File: config.mk
export PLATFORM = sky130hd
export DESIGN_NAME = sid_voice_ext
export DESIGN_NICKNAME = d
export VERILOG_FILES = /design/src/rtl/sid_voice_ext.sv
export SDC_FILE = /design/constraint.sdc
export NUM_CORES = 1
export LEC_CHECK = 0
export CORE_MARGIN = 2
export CORE_UTILIZATION = 55
export DETAILED_ROUTE_END_ITERATION = 8
export GPL_TIMING_DRIVEN = 1
export PLACE_DENSITY = 0.8
export SYNTH_ARGS = -nofsm -noshare
export SYNTH_HDL_FRONTEND = slang
export SYNTH_SLANG_ARGS = --single-unit
File: constraint.sdc
create_clock -name clk -period 4.7 [get_ports clk]
set_clock_uncertainty 0.15 [all_clocks]
set_input_delay 0.94 -clock clk [delete_from_list [all_inputs] [get_ports clk]]
set_output_delay 0.94 -clock clk [all_outputs]
set_load 0.005 [all_outputs]
File: src/rtl/sid_voice_ext.sv
// SID-style voice: phase accumulator, noise LFSR, waveform mixer and envelope scaling.
// Define SID_VOICE_RING_MOD_EN to enable ring modulation of the triangle fold.
module sid_voice_ext #(
    parameter int unsigned ACC_W  = 24,
    parameter int unsigned FREQ_W = 16,
    parameter int unsigned PW_W   = 12,
    parameter int unsigned OUT_W  = 8
) (
    input  logic              clk,
    input  logic              rst,
    input  logic              ce,
    input  logic [FREQ_W-1:0] frequency,
    input  logic [PW_W-1:0]   pulse_width,
    input  logic [7:0]        waveform,
    input  logic [7:0]        envelope,
    input  logic              msb_in,
    output logic [OUT_W-1:0]  voice,
    output logic              voice_valid,
    output logic              msb_out
);

    localparam int unsigned LFSR_W   = 23;
    localparam int unsigned NOISE_CK = ACC_W - 5;
    localparam int unsigned MUL_W    = OUT_W + 8;
    localparam logic [LFSR_W-1:0] LFSR_SEED = 23'h7FFFF8;

    logic [ACC_W-1:0]  acc_q, acc_d;
    logic              msb_in_prev_q, msb_in_prev_d;
    logic              lfsr_clk_q, lfsr_clk_d;
    logic [LFSR_W-1:0] lfsr_q, lfsr_d;
    logic [OUT_W-1:0]  wave_q, wave_d;
    logic [OUT_W-1:0]  voice_q, voice_d;
    logic              valid_q, valid_d;
    logic              primed_q, primed_d;

    logic              fold_c;
    logic              sync_edge_c;
    logic [OUT_W-1:0]  saw_c, tri_c, pulse_c, noise_c, mix_c;
    logic [7:0]        noise8_c;
    logic [OUT_W+7:0]  noise_ext_c;
    logic [MUL_W-1:0]  prod_c;
    logic              unused_c;

    // Waveform generators and OR mixer, all from the current accumulator/LFSR state
    always_comb begin
`ifdef SID_VOICE_RING_MOD_EN
        fold_c = acc_q[ACC_W-1] ^ (waveform[2] & msb_in);
`else
        fold_c = acc_q[ACC_W-1];
`endif
        if (waveform[5]) begin
            fold_c = 1'b0;
        end
        saw_c    = acc_q[ACC_W-1 -: OUT_W];
        tri_c    = acc_q[ACC_W-2 -: OUT_W] ^ {OUT_W{fold_c}};
        pulse_c  = {OUT_W{acc_q[ACC_W-1 -: PW_W] >= pulse_width}};
        noise8_c = {lfsr_q[22], lfsr_q[20], lfsr_q[16], lfsr_q[13],
                    lfsr_q[11], lfsr_q[7],  lfsr_q[4],  lfsr_q[2]};
        // MSB-align the 8-bit noise sample, truncating when OUT_W < 8
        noise_ext_c = {noise8_c, OUT_W'(0)};
        noise_c     = noise_ext_c[OUT_W+7 -: OUT_W];
        mix_c = '0;
        if (waveform[7]) mix_c = mix_c | noise_c;
        if (waveform[6]) mix_c = mix_c | pulse_c;
        if (waveform[5]) mix_c = mix_c | saw_c;
        if (waveform[4]) mix_c = mix_c | tri_c;
        sync_edge_c = waveform[1] & msb_in & ~msb_in_prev_q;
        prod_c      = MUL_W'(wave_q) * MUL_W'(envelope);
    end

    assign unused_c = ^{waveform[0], waveform[2], prod_c[7:0]};

    // Next-state: everything holds unless ce; test clears phase, noise and priming
    always_comb begin
        acc_d         = acc_q;
        msb_in_prev_d = msb_in_prev_q;
        lfsr_clk_d    = lfsr_clk_q;
        lfsr_d        = lfsr_q;
        wave_d        = wave_q;
        voice_d       = voice_q;
        valid_d       = 1'b0;
        primed_d      = primed_q;
        if (ce) begin
            msb_in_prev_d = msb_in;
            lfsr_clk_d    = acc_q[NOISE_CK];
            if (waveform[3]) begin
                acc_d    = '0;
                lfsr_d   = LFSR_SEED;
                primed_d = 1'b0;
            end else begin
                acc_d = sync_edge_c ? '0 : acc_q + ACC_W'(frequency);
                if (acc_q[NOISE_CK] && !lfsr_clk_q) begin
                    lfsr_d = {lfsr_q[LFSR_W-2:0], lfsr_q[22] ^ lfsr_q[17]};
                end
                wave_d   = mix_c;
                voice_d  = prod_c[MUL_W-1:8];
                valid_d  = primed_q;
                primed_d = 1'b1;
            end
        end
    end

    always_ff @(posedge clk or posedge rst) begin
        if (rst) begin
            acc_q         <= '0;
            msb_in_prev_q <= 1'b0;
            lfsr_clk_q    <= 1'b0;
            lfsr_q        <= LFSR_SEED;
            wave_q        <= '0;
            voice_q       <= '0;
            valid_q       <= 1'b0;
            primed_q      <= 1'b0;
        end else begin
            acc_q         <= acc_d;
            msb_in_prev_q <= msb_in_prev_d;
            lfsr_clk_q    <= lfsr_clk_d;
            lfsr_q        <= lfsr_d;
            wave_q        <= wave_d;
            voice_q       <= voice_d;
            valid_q       <= valid_d;
            primed_q      <= primed_d;
        end
    end

    assign voice       = voice_q;
    assign voice_valid = valid_q;
    assign msb_out     = acc_q[ACC_W-1];

endmodule

* Word level (Yosys, flattened, before mapping) *
Index checks and enable logic that the tools add are counted.

cells by class
  multipliers = 1
  bitwise gates (word level) = 9
  order comparisons = 1
  reduce and logical (&&, ||, !) cells = 5
  $add $sub $neg = 1
  mux-type cells = 12

operators with widths
  operator                    count
  2-to-1 mux 24 bit           2
  2-to-1 mux 23 bit           2
  2-to-1 mux 8 bit            4
  adder 24 x 16 -> 24 bit     1
  bitwise OR 8 bit            3
  multiplier 8 x 8 -> 16 bit  1
  >= comparator 12 bit        1
  XOR 8 bit                   1
  2-to-1 mux 1 bit            4
  AND reduction 2 bit         2
  bitwise AND 1 bit           2
  inverter 1 bit              2
  nonzero test 2 bit          1
  logical AND 1 bit           1
  zero test 1 bit             1
  XOR 1 bit                   1

word-level totals
  word-level logic and storage cells = 37
  input bits = 48
  register bits after elaboration = 67
  output and inout bits = 10

* Depth between registers and ports, before layout *
Gate-level depths: netlist of the first run.

  depth in word-level cells = 7
  gate-level depth with buffers = 17
  mapped depth without buffers = 17

* Worst setup path before layout of the first run *
Ideal clock, no wire load.

  path kind = input-to-reg
  start point = input port envelope[7]
  end point = register voice_q[5], in the netlist voice[5]
  data arrival time = 4477 ps
  buffers on the path = 0
  data required time = 4455 ps
  cell stages on the path = 14
  setup time = 95 ps
  slack = -23 ps
  cell sequence = and2_1 > fa_1 > fa_1 > fa_1 > inv_1 > fa_1 > inv_1 > ha_1 > and3_1 > a21oi_1 > a21oi_1 > o21a_1 > o21a_1 > o31ai_1

between the ends
  cells in the longest elaborated chain, start to end = 1

ends and longest elaborated chain
  item                        RTL line  text
  start: declaration          15        input logic [7:0] envelope,
  multiplier 8 x 8 -> 16 bit  68        prod_c = MUL_W'(wave_q) * MUL_W'(envelope);
  end signal: assignment      119       voice_q <= voice_d;
  end: declaration            32        logic [OUT_W-1:0] voice_q, voice_d;

Every way passes these cells.
A chain may end at the register's enable or synchronous reset.

* Worst setup path in the final report of the first run *
Ends and elaborated chain as after synthesis.

==> reports/results.txt, run 1 <==
Final Critical Period - 4.57 ns
DRT Pass-1 Iters - 6
Crit path kind - input pin to flop
Worst-path clk slew - 0.08 ns
Pwr dens - 417 nW/µm²
GRT Resource Usage Total - 0.243
Register area share after synthesis - 0.295
Clock share of power - 0.159
Post-Route WL - 13.1 mm
Syn_nets - 749
Initial antenna violation count - 0
Syn-to-layout area delta - 19.3%
Static leakage - 3.33 nW
Critical Path Start Type - input pin
Cell mode on critical path - fa_1
CTS H-tree lvls - 3
Hold Crit Depth - 2
Synth Cell Area - 5770 µm²
IO Port Bufs - 55
Die width - 106 µm
Final hold viol count - 0
CP max stage delay - 0.55 ns
Sw Pwr - 1.17 mW
Final setup vio count - 0
# clock sinks - 67
Status - finished, final reports clean
Setup_tns - 0 ns
Commonest cells after routing, fill and taps aside - 59 x inv_1, 58 x ha_1, 56 x nand2_1, 49 x clkdlybuf4s50_1, 47 x dfrtp_1
RePlAce Congestion - 0.903
Post-CTS Repair Setup Buffers - 0
Internal power - 1.70 mW
Maximum fanout along the worst path - 3
Design Area, Final - 6890 µm²
Final Util - 0.670
Rows - 37
FF-to-FF Start - wave_q[2]
# DRC - 0
Critical Path RT - 4.82 ns
Global-route wire length before repair - 22.0 mm
CTS tree - yes
DR iter-0 viols - 500
Worst path cell trace - clkdlybuf4s15_2, nand2_1, fa_1, fa_1, inv_1, fa_1, fa_1, ha_4, a21oi_2, o21ai_1, a21oi_2, a21oi_2, o21a_1, o21a_1, o31ai_1
Worst R2R Setup Slack - 0.34 ns
Post-DRT Antenna Nets - 0
Vias per cell - 5.88
R2r endpoint - voice[5]
N_diodes - 0
Least-Margin Pin Slew - 1.12 ns
Fraction of layout instances using a drive strength above 1 - 0.148
Synth top area share - 0.204
Synth Register Bits - 67
Synth area leader - dfrtp_1
Synth Flop Type - dfrtp_1
Die Height - 106 µm
DP HPWL - 10.1 mm
Sequential Power Share - 0.261
Fmax - 0.219 GHz
Synthesized instance count - 604
CP Data Arrival Time - 4.69 ns
Worst hold path class - flop to flop
Synth top area cells - dfrtp_1 20%, ha_1 13%, fa_1 12%, dfstp_2 9.1%, and2_1 5.1%
Largest net degree at the start of global routing - 54
Placeable Area - 10300 µm²
Post-synth cell types - 53
CP Capture Type - flop
Max Buffers Root-to-Sink - 2
DIE AREA - 11300 µm²
Yosys Warn Count - 0
Hold endpoint - voice[5]
Switching share of power - 0.408
Crit-path slowest cell - fa_1
Peak VDD IR - 0.000341 V
CTS Root Cell - clkbuf_8
Cts bufs inserted - 9
Avg Cell Area, Syn - 9.56 µm²
Nets - 823
Post-CTS Hold Fix Bufs - 0
Slew headroom - 0.249
Maxcap violations - 0
Fraction of registers with async set/reset - 1.00
Number of enable flip-flop cells after synthesis - 0
Clock insertion delay at the later pin of the skew report - 0.36 ns
Most common cell after layout, fill and taps aside - inv_1
Starting Density - 0.562
Tcrit/Tclk final - 0.972
Grt total ovfl - 0
DP Area - 6650 µm²
Slew Viols, Final - 0
Via Count - 4819
Logic pwr share - 0.580
Depth of the most critical reg-to-reg path - 14
Hold Startpoint - voice[5]
Vias in the first global route - 4923
I/O pin total - 58
WL per Instance - 16.0 µm
## state kept, by name (all words and copies together) (netlist names)
name,count
msb_in_prev_q,1
voice_valid,1
lfsr_q,23
acc_q,24
voice,8
primed_q,1
wave_q,8
lfsr_clk_q,1
## layer usage
layer | GRT usage | share of wire | routed length [µm]
met3 | 0.0368 | 0.045 | 591
met2 | 0.425 | 0.49 | 6470
met5 | 0 | 0 | 0
met4 | 0.0788 | 0.021 | 277
met1 | 0.308 | 0.44 | 5770
## worst max-delay path by stage
stage                            from        to  slack (ns)  cells after the start
after floorplan           envelope[7]  voice[5]       -0.01                     14
after global placement    envelope[6]  voice[5]       -0.76                     15
final                     envelope[7]  voice[5]        0.13                     15
after detailed placement  envelope[6]  voice[5]       -0.84                     16
after CTS                 envelope[7]  voice[5]      0.0005                     17
after global routing      envelope[7]  voice[5]       -0.01                     15
## worst max-delay path: cells and delay by family
kind	cells	cell delay, ns
compound gates	7	1.08
fa+ha+maj	5	2.29
buf+inv	2	0.27
simple gates	1	0.09
## what timing repair did
action                     CTS  global route
cloned                       0             0
pin swaps                    6             9
setup endpoints to repair    7             7
resized for setup           26            19
## cell families after synthesis
| kind of cell | synth area share |
|---|---|
| xor+xnor | 0.0319 |
| mux | 0.0139 |
| buf+inv | 0.0568 |
| fa+ha+maj | 0.257 |
| flops | 0.295 |
| simple gates | 0.137 |
| compound gates | 0.209 |
## cells in the mapped netlist (2+ instances only)
master,instances
a31oi_1,4
or4_1,2
fa_1,36
o21ai_0,25
o21bai_1,2
o211ai_1,12
nor2b_1,4
nor2_1,17
a222oi_1,8
nand4_1,7
inv_1,61
a211oi_1,2
a21o_1,17
a22o_1,17
nand2b_1,3
buf_2,4
dfstp_2,20
nand2_1,56
xnor2_1,16
nor3_1,4
o22a_1,20
ha_1,61
and2_1,47
dfrtp_1,47
mux2i_1,8
o21ai_1,7
a21oi_1,32
o21a_1,5
nand3_1,7
a31oi_2,2
clkbuf_1,19
o31ai_1,5
buf_1,2
xor2_1,5
and3_1,2
## metrics by stage
step	hold slack, ns	setup slack [ns]	instances	power, mW
3_5_place_dp	0.315	-0.843	803	2.31
6_report	0.329	0.131	819	2.87
5_1_grt	0.356	-0.0129	819	3.13
2_1_floorplan	0.299	-0.0103	604	1.80
3_3_place_gp	0.310	-0.765	803	2.23
4_1_cts	0.334	0.000541	819	2.80
## layout make-up
type                            instances  area [µm²]
Tap cell                              136         170
Timing Repair Buffer                   88         778
Sequential cell                        67        1700
Clock inverter                          6        46.3
Multi-Input combinational cell        451        3820
Clock buffer                           10         138
Inverter                               61         229
Fill cell                             798        3390
## power groups by stage
stage / Combinational [mW] / Sequential [mW] / Clock, mW
after floorplan: 1.07 / 0.730 / 0
after global placement: 1.47 / 0.755 / 0
after detailed placement: 1.55 / 0.760 / 0
after CTS: 1.58 / 0.750 / 0.470
after global routing: 1.87 / 0.763 / 0.493
final: 1.67 / 0.751 / 0.458
No activity file was read; power rests on OpenSTA's default activity.
==> inputs of run 2 (changes only) <==
--- a/config.mk
+++ b/config.mk
@@ -10,6 +10,7 @@
 export DETAILED_ROUTE_END_ITERATION = 8
 export GPL_TIMING_DRIVEN = 1
 export PLACE_DENSITY = 0.8
+export RECOVER_POWER = 25
 export SYNTH_ARGS = -nofsm -noshare
 export SYNTH_HDL_FRONTEND = slang
 export SYNTH_SLANG_ARGS = --single-unit
==> reports/results.txt, run 2 (synthesis gave the netlist of run 1 again) <==
Sw Pwr - 1.17 mW (about the same)
Grt total ovfl - 0 (unchanged)
Crit path kind - input pin to flop
CTS Root Cell - clkbuf_8
Global-route wire length before repair - 22.0 mm (unchanged)
Design Area, Final - 6890 µm² (unchanged)
# clock sinks - 67 (unchanged)
GRT Resource Usage Total - 0.243 (unchanged)
# DRC - 1 (+1)
Violated checks - design-rule violations, max-capacitance violations, max-slew violations
Cell mode on critical path - fa_1
Commonest cells after routing, fill and taps aside - 60 x inv_1, 58 x ha_1, 56 x nand2_1, 47 x dfrtp_1, 47 x clkdlybuf4s50_1
Post-Route WL - 13.1 mm (+0.17%)
Final Util - 0.670 (unchanged)
DR iter-0 viols - 500 (unchanged)
DRT Pass-1 Iters - 9 (+3)
Cts bufs inserted - 9 (unchanged)
Placeable Area - 10300 µm² (unchanged)
Hold Startpoint - voice[5]
Fraction of layout instances using a drive strength above 1 - 0.146 (-0.00146)
FF-to-FF Start - wave_q[2]
Start point of the critical path - envelope[7]
CTS tree - yes
Initial antenna violation count - 0 (unchanged)
CTS H-tree lvls - 3 (unchanged)
Peak VDD IR - 0.000341 V (about the same)
Worst-path clk slew - 0.08 ns (about the same)
Internal power - 1.70 mW (about the same)
Sequential Power Share - 0.261 (about the same)
Final WS setup - 0.130 ns (-0.0000680 ns)
Max Buffers Root-to-Sink - 2 (unchanged)
Fillers - 798 (unchanged)
DIE AREA - 11300 µm² (unchanged)
Top Registers - acc_q x24, lfsr_q x23
Vias per cell - 5.89 (+0.19%)
Multi-input gate area - 3820 µm² (unchanged)
Reg with most FFs - acc_q
Logic pwr share - 0.579 (about the same)
Vias in the first global route - 4923 (unchanged)
Tcrit/Tclk final - 0.972 (about the same)
Via Count - 4828 (+0.19%)
Largest net degree at the start of global routing - 54 (unchanged)
DP HPWL - 10.1 mm (unchanged)
Switching share of power - 0.408 (about the same)
Worst R2R Setup Slack - 0.34 ns (about the same)
Hold Crit Depth - 2 (unchanged)
Sequential cell area - 1700 µm² (unchanged)
IO Port Bufs - 55 (unchanged)
WL per Instance - 16.0 µm (+0.17%)
Fmax - 0.219 GHz (about the same)
Maximum fanout along the worst path - 3 (unchanged)
CP max stage delay - 0.55 ns (about the same)
Status - complete, but fails checks
Crit-path slowest cell - fa_1
CP Capture Type - flop
Final setup vio count - 0 (unchanged)
Max FFs per register - 24 (unchanged)
Pwr dens - 417 nW/µm² (about the same)
Maxcap violations - 1 (+1)
PnR Total Power - 2.87 mW (about the same)
Critical Path Start Type - input pin
Starting Density - 0.562 (unchanged)
Final Critical Period - 4.57 ns (+0.0000680 ns)
DP Area - 6650 µm² (unchanged)
Nets - 823 (unchanged)
I/O pin total - 58 (unchanged)
Most common cell after layout, fill and taps aside - inv_1
Rows - 37 (unchanged)
Die Height - 106 µm (unchanged)
Slew headroom - -0.338 (-0.587)
N_diodes - 0 (unchanged)
Die width - 106 µm (unchanged)
Static leakage - 3.33 nW (about the same)
Worst hold path class - flop to flop
Post-DRT Antenna Nets - 0 (unchanged)
Least-Margin Pin Slew - 2.00 ns (+0.889 ns)
Setup_tns - 0 ns (unchanged)
Clock share of power - 0.159 (about the same)
Clock insertion delay at the later pin of the skew report - 0.36 ns (about the same)
Depth of the most critical reg-to-reg path - 14 (unchanged)
Syn-to-layout area delta - 19.3% (unchanged)
R2r endpoint - voice[5]
DP Worst Slack - -0.843 ns (unchanged)
Worst path cell trace - clkdlybuf4s15_2, nand2_1, fa_1, fa_1, inv_1, fa_1, fa_1, ha_4, a21oi_2, o21ai_1, a21oi_2, a21oi_2, o21a_1, o21a_1, o31ai_1
Final hold viol count - 0 (unchanged)
CP Data Arrival Time - 4.69 ns (about the same)
Slew Viols, Final - 54 (+54)
RePlAce Congestion - 0.903 (unchanged)
Critical Path RT - 4.82 ns (about the same)
Hold endpoint - voice[5]
-- run 2: cell count changes in the layout (fill, tap and decap cells not counted), sizes merged --
cell	before	now
clkdlybuf4s50	49	47
dlygate4sd3	0	2
-- run 2: what timing repair did --
item | CTS | global route
pin swaps | 6 | 9
buffers inserted | 0 | 0
gates resized for setup | 26 | 19
setup endpoints to repair | 7 | 7
gates cloned | 0 | 0
hold buffers | 0 | 0
-- run 2: routing by layer --
layer | part of all wire | track usage
met5 | 0 | 0
met2 | 0.49 | 0.425
met4 | 0.021 | 0.0788
met3 | 0.046 | 0.0368
met1 | 0.44 | 0.308
-- run 2: worst max path at each step --
| stage | to | slack, ns | cells past startpoint |
|---|---|---|---|
| finish | voice[5] | 0.13 | 15 |
| CTS | voice[5] | 0.0005 | 17 |
| detailed placement | voice[5] | -0.84 | 16 |
| global route | voice[5] | -0.01 | 15 |
| floorplan | voice[5] | -0.01 | 14 |
| global placement | voice[5] | -0.76 | 15 |
-- run 2: stage by stage --
stage / hold WS [ns] / instances
global placement: 0.310 / 803
global route: 0.356 / 819
finish: 0.329 / 819
detailed placement: 0.315 / 803
floorplan: 0.299 / 604
CTS: 0.334 / 819
-- run 2: layout make-up --
| type | instances | share of cell area |
|---|---|---|
| Inverter | 61 | 0.0332 |
| Tap cell | 136 | 0.0247 |
| Clock buffer | 10 | 0.0200 |
| Timing Repair Buffer | 88 | 0.113 |
| Clock inverter | 6 | 0.00672 |
| Multi-Input combinational cell | 451 | 0.555 |
| Sequential cell | 67 | 0.247 |
-- run 2: power groups by stage --
stage,registers [mW],clock network (mW),logic [mW]
floorplan,0.730,0,1.07
CTS,0.750,0.470,1.58
global placement,0.755,0,1.47
detailed placement,0.760,0,1.55
finish,0.751,0.458,1.67
global route,0.763,0.493,1.87
-- run 2: critical path: cells and delay by family --
kind            cells  cell delay (ns)
fa+ha+maj           5             2.29
compound gates      7             1.08
buf+inv             2             0.27
simple gates        1             0.09
